<file path="config.mk">
export PLATFORM = sky130hd
export DESIGN_NAME = sw_conditioner
export DESIGN_NICKNAME = d
export VERILOG_FILES = /design/src/rtl/sw_cond_pkg.sv /design/src/rtl/debounce_cell.sv /design/src/rtl/sw_conditioner.sv
export SDC_FILE = /design/constraint.sdc
export NUM_CORES = 1
export LEC_CHECK = 0
export BUFFER_PORTS_ARGS = -buffer_cell sky130_fd_sc_hd__buf_4
export CORE_AREA = 2 2 199 201
export CTS_CLUSTER_SIZE = 25
export DETAILED_ROUTE_END_ITERATION = 10
export DIE_AREA = 0 0 201 203
export PLACE_DENSITY = 0.52
export SLEW_MARGIN = 10
export SYNTH_ARGS = -nofsm -noshare
export SYNTH_HDL_FRONTEND = slang
export SYNTH_SLANG_ARGS = --single-unit
</file>
<file path="constraint.sdc">
create_clock -name clk -period 5.8 [get_ports clk]
set_clock_uncertainty 0.15 [all_clocks]
set_input_delay 0.29 -clock clk [delete_from_list [all_inputs] [get_ports clk]]
set_output_delay 0.29 -clock clk [all_outputs]
set_load 0.005 [all_outputs]
</file>
<file path="src/rtl/sw_cond_pkg.sv">
// Shared constants for the slide-switch conditioner.
// Holds the export word field positions, the default debounce length, the channel limit,
// and a helper that sizes the stability counter.
package sw_cond_pkg;

  localparam int EXP_DB_LSB              = 0;
  localparam int EXP_EVT_LSB             = 16;
  localparam int EXPORT_W                = 32;
  localparam int DEFAULT_DEBOUNCE_CYCLES = 500000;
  localparam int MAX_WIDTH               = 16;

  // Stability counter width. The counter only has to reach n-1, so $clog2(n) bits suffice.
  // The result is held at 1 or more so that a degenerate n still gives a legal vector.
  function automatic int cnt_width(input int n);
    int w;
    w = $clog2(n);
    return (w < 1) ? 1 : w;
  endfunction

endpackage

</file>
<file path="src/rtl/debounce_cell.sv">
// Single-channel debouncer: two-flop synchronizer plus a stability counter.
// Ports: clk/rst (async, active-high), sw_in raw line, sw_db debounced level,
//        rise/fall one-cycle pulses on an accepted change.
module debounce_cell
  import sw_cond_pkg::*;
#(
  parameter int DEBOUNCE_CYCLES = DEFAULT_DEBOUNCE_CYCLES
) (
  input  logic clk,
  input  logic rst,
  input  logic sw_in,
  output logic sw_db,
  output logic rise,
  output logic fall
);

  localparam int             CW      = cnt_width(DEBOUNCE_CYCLES);
  localparam logic [CW-1:0]  CNT_MAX = CW'(DEBOUNCE_CYCLES - 1);

  logic          sync1;
  logic          sync2;
  logic [CW-1:0] cnt;

  always_ff @(posedge clk or posedge rst) begin
    if (rst) begin
      sync1 <= 1'b0;
      sync2 <= 1'b0;
      cnt   <= '0;
      sw_db <= 1'b0;
      rise  <= 1'b0;
      fall  <= 1'b0;
    end else begin
      sync1 <= sw_in;
      sync2 <= sync1;
      rise  <= 1'b0;
      fall  <= 1'b0;
      if (sync2 == sw_db) begin
        // The line agrees with the accepted level, so any partial count was a glitch.
        cnt <= '0;
      end else if (cnt == CNT_MAX) begin
        // This is the DEBOUNCE_CYCLES-th consecutive disagreeing cycle, so take the new level.
        sw_db <= sync2;
        cnt   <= '0;
        rise  <= sync2;
        fall  <= ~sync2;
      end else begin
        cnt <= cnt + 1'b1;
      end
    end
  end

endmodule

</file>
<file path="src/rtl/sw_conditioner.sv">
// Conditions the board slide switches for the SoC buttons PIO: per-channel debounce,
// rise/fall pulses, and sticky "rose since last clear" flags packed into a 32-bit word.
// Ports: clk/rst (async, active-high), sw_in raw lines, evt_clr sticky clear pulse,
//        sw_db/rise/fall/evt_sticky per channel, and export_word as the packed PIO view.
module sw_conditioner
  import sw_cond_pkg::*;
#(
  parameter int WIDTH           = 8,
  parameter int DEBOUNCE_CYCLES = DEFAULT_DEBOUNCE_CYCLES
) (
  input  logic                clk,
  input  logic                rst,
  input  logic [WIDTH-1:0]    sw_in,
  input  logic                evt_clr,
  output logic [WIDTH-1:0]    sw_db,
  output logic [WIDTH-1:0]    rise,
  output logic [WIDTH-1:0]    fall,
  output logic [WIDTH-1:0]    evt_sticky,
  output logic [EXPORT_W-1:0] export_word
);

  // Each field of the export word is 16 bits wide, so wider configurations cannot be packed.
  if (WIDTH < 1 || WIDTH > MAX_WIDTH) begin : g_bad_width
    $error("sw_conditioner: WIDTH must be in 1..16");
  end
  if (DEBOUNCE_CYCLES < 2) begin : g_bad_debounce
    $error("sw_conditioner: DEBOUNCE_CYCLES must be at least 2");
  end

  for (genvar i = 0; i < WIDTH; i++) begin : g_ch
    debounce_cell #(
      .DEBOUNCE_CYCLES(DEBOUNCE_CYCLES)
    ) u_cell (
      .clk   (clk),
      .rst   (rst),
      .sw_in (sw_in[i]),
      .sw_db (sw_db[i]),
      .rise  (rise[i]),
      .fall  (fall[i])
    );
  end

  // A rise wins over a clear in the same cycle, so a press that lands on the clear is not lost.
  always_ff @(posedge clk or posedge rst) begin
    if (rst) begin
      evt_sticky <= '0;
    end else begin
      evt_sticky <= (evt_sticky & ~{WIDTH{evt_clr}}) | rise;
    end
  end

  always_comb begin
    export_word                         = '0;
    export_word[EXP_DB_LSB  +: WIDTH]   = sw_db;
    export_word[EXP_EVT_LSB +: WIDTH]   = evt_sticky;
  end

endmodule

</file>
==> results.yml <==
timing:
  maxSlewViolCount: 0
  fin_setup_tns_ns: 0
  min_period_ns: 2.395
  tightestPinTransition_ns: 1.168
  fmax_mhz: 417.6
  post-route-period-util: 0.4129
  hold_violations: 0
  rsz0062_at_grt: "no"
  setup_viol: 0
  maxSlewHeadroom: 0.2159
final_layout:
  antenna_cells: 0
  drive_gt1_frac: 0.1324
  finalNetCount: 980
  nFillCells: 4038
  final_util: 0.2850
  syn_to_final_growth_pct: 14.91
detailed_routing:
  routed_via_density: 4.427
  ant_nets: 0
  wl_um: 18510
  firstDrtPassIters: 4
  drc_errors: 0
  first_iter_violations: 419
  dr_total_vias: 6605
  wl_per_cell_um: 12.40
floorplan:
  io_pins: 75
  dieArea_um2: 40800
  initial_utilization: 0.2480
  die_height_um: 203
  die_w_um: 201
  coreArea_um2: 38470
  num_rows: 72
yosys:
  synth_top_family_by_area: "simple AND/OR/NAND/NOR gates"
  syn-instance-count: 931
  ys_warn_count: 0
  synth_area_leaders: "dfrtp_1 (52%), xnor2_1 (5.7%), buf_4 (4.4%), nor2_1 (4.4%), xor2_1 (4.0%)"
  syn_area_um2: 9542
  synth-edff-count: 0
  ys.flop_type: "dfrtp_1"
  avgSynthCellArea_um2: 10.25
  synthAdderAreaFrac: 0.01049
  synth_cell_type_count: 40
  async_reset_ff_frac: 1.000
  synth.largest_area_cell: "dfrtp_1"
  synth_compound_area_frac: 0.06071
  synth_xor_area_frac: 0.09730
  synth.ff_latch_count: 200
  synth_seq_area_share: 0.5245
  yosys.area_share.simple: 0.2377
  synth_mux_area_frac: 0.009441
  synth_top_area_frac: 0.5245
clock_tree:
  cts_buffer_depth: 2
  clk_pin_slew_ns: 0.08
  cts_sinks: 200
  cts_resized: 0
  cts_buffers: 17
  worstSkewPairLatency_ns: 0.44
  htreeDepth: 4
  root_buffer: "clkbuf_16"
  tritoncts: "built"
power:
  intPower_mw: 2.110
  power.total_mw: 2.776
  p_leak_nw: 4.487
  p_per_area_nw_per_um2: 253.2
  power_switching_mw: 0.6655
  vdd_drop_max_mv: 0.2076
  pwr-share-clk: 0.452
  power_frac_seq: 0.515
  comb_power_share: 0.033
  switching_share: 0.2397
critical_path:
  worstRegToRegCells: 4
  timing.rr.start: "g_ch[6].u_cell.cnt[0]"
  r2r_end: "g_ch[6].u_cell.cnt[5]"
  path_cells: "ha_1, nand4_1, o21ai_1, nor2_1"
  rrSetupSlack_ns: 3.41
  crit_arrival_ns: 2.52
  path_max_fanout: 17
  slowest_stage: "o21ai_1"
  worstSetupEndpointType: "flop"
  required_ns: 5.93
  path_class: "reg -> reg"
  slowest_delay_ns: 1.02
  start_kind: "flop"
global_route:
  grt_pass1_vias: 6642
  grt_pass1_wl_um: 32350
  grt-ovfl-total: 0
  grt_usage: 0.09470
  antenna_found_initial: 0
  grt_max_degree: 125
worst_hold_path:
  hold_path_depth: 0
  holdCritStartpoint: "g_ch[0].u_cell.sync1"
  hold-path-endpoint: "g_ch[0].u_cell.sync2"
  hold_path.class: "reg -> reg"
flow_run:
  drv_cap: 0
placement:
  port_buffers: 58
  place_congestion: 0.7908
  hpwl_um: 12440
outcome:
  status: "complete, no violations"
==> critical path, delay by kind of cell, from the launching register on <==
family                     cells  cell delay [ns]
DFF                            1             0.40
AOI/OAI and AO/OA              1             1.02
and+or+nand+nor                2             0.44
adders and majority gates      1             0.22
==> cells by family after synthesis <==
kind of cell,count (synthesis)
mux,8
flops,200
buf+inv,93
fa+ha+maj,8
other cells,1
compound gates,94
xor+xnor,106
simple gates,421
==> sequential cells by signal, summed over array words and instances (netlist names) <==
signal and cells:
g_ch.u_cell.cnt 152, evt_sticky 8, g_ch.u_cell.fall 8, g_ch.u_cell.rise 8
g_ch.u_cell.sw_db 8, g_ch.u_cell.sync1 8, g_ch.u_cell.sync2 8
==> synth_stat cells, types with 11 or more instances <==
library cell	instances
nand3_1	58
nor4_1	22
nor3b_1	18
xor2_1	44
and3_1	15
or4_1	22
o31ai_1	13
and4_1	11
o21ai_0	24
a21oi_1	39
nor3_1	15
inv_1	17
dfrtp_1	200
or3_1	25
nand4_1	38
buf_4	56
nor2_1	112
nand2_1	47
xnor2_1	62
clkbuf_1	14
==> power by group through the flow <==
stage | Combinational [mW] | Sequential [mW] | Clock, mW
global route | 0.107 | 1.43 | 1.36
global placement | 0.0891 | 1.46 | 0
floorplan | 0.0676 | 1.45 | 0
finish | 0.0907 | 1.43 | 1.25
CTS | 0.0955 | 1.43 | 1.30
detailed placement | 0.0896 | 1.46 | 0
==> layer usage <==
| metal | track usage | share of wire | vias to the layer above |
|---|---|---|---|
| li1 | - | - | 3280 |
| met1 | 0.1263 | 0.49 | 3223 |
| met2 | 0.1530 | 0.47 | 85 |
| met3 | 0.02231 | 0.030 | 17 |
| met4 | 0.02751 | 0.014 | 0 |
| met5 | 0 | 0 | - |
==> per-stage QoR <==
step / setup WS (ns) / instance area (µm²) / hold WS [ns] / std cells
final: 3.405 / 10960 / 0.2004 / 1492
after global routing: 3.105 / 10960 / 0.2089 / 1492
after CTS: 3.256 / 10950 / 0.2026 / 1492
after detailed placement: 3.271 / 10230 / 0.1847 / 1451
after global placement: 3.358 / 10230 / 0.1821 / 1451
after floorplan: 2.772 / 9602 / 0.1714 / 946
==> timing repair <==
| item | CTS | global route |
|---|---|---|
| hold endpoints to repair | 47 | 0 |
| hold buffers | 9 | 0 |
| buffers inserted | 0 | 0 |
==> worst max path at each step <==
stage,startpoint,to,slack [ns],cells past startpoint
global route,g_ch[0].u_cell.cnt[0],g_ch[0].u_cell.cnt[7],3.10,4
floorplan,rst,evt_sticky[0],2.77,1
global placement,g_ch[4].u_cell.cnt[0],g_ch[4].u_cell.cnt[3],3.36,5
CTS,g_ch[4].u_cell.cnt[0],g_ch[4].u_cell.cnt[9],3.26,5
finish,g_ch[6].u_cell.cnt[0],g_ch[6].u_cell.cnt[5],3.41,4
detailed placement,g_ch[4].u_cell.cnt[0],g_ch[4].u_cell.cnt[8],3.27,5
==> area by class of cell <==
cell class                      count  area (µm²)  share of cell area
Timing Repair Buffer               72       575.6             0.05249
Multi-Input combinational cell    653        4044              0.3688
Clock buffer                       18       439.2             0.04005
Tap cell                          518       648.1             0.05911
Sequential cell                   200        5005              0.4565
Clock inverter                     14       185.2             0.01689
Inverter                           17       67.56            0.006162
==> cells in the final DEF (no fill, tap or decap), types with 6 or more instances in the layout <==
cell type	count
a21oi_1	39
and4_1	11
xnor2_1	62
ha_1	8
nor4_1	22
nand3_1	58
or3_1	25
inv_1	16
nor3_1	15
nor3b_1	18
nand4_1	38
buf_4	62
conb_1	16
clkbuf_16	17
or4_1	22
dfrtp_1	200
a21o_1	8
nand3b_1	6
o21ai_0	24
xor2_1	44
dlygate4sd3_1	9
and2_1	10
o31ai_1	13
nand2_1	47
mux2_2	8
or2_2	9
nor2_1	112
and3_1	15
(Power assumes the default switching activity.)
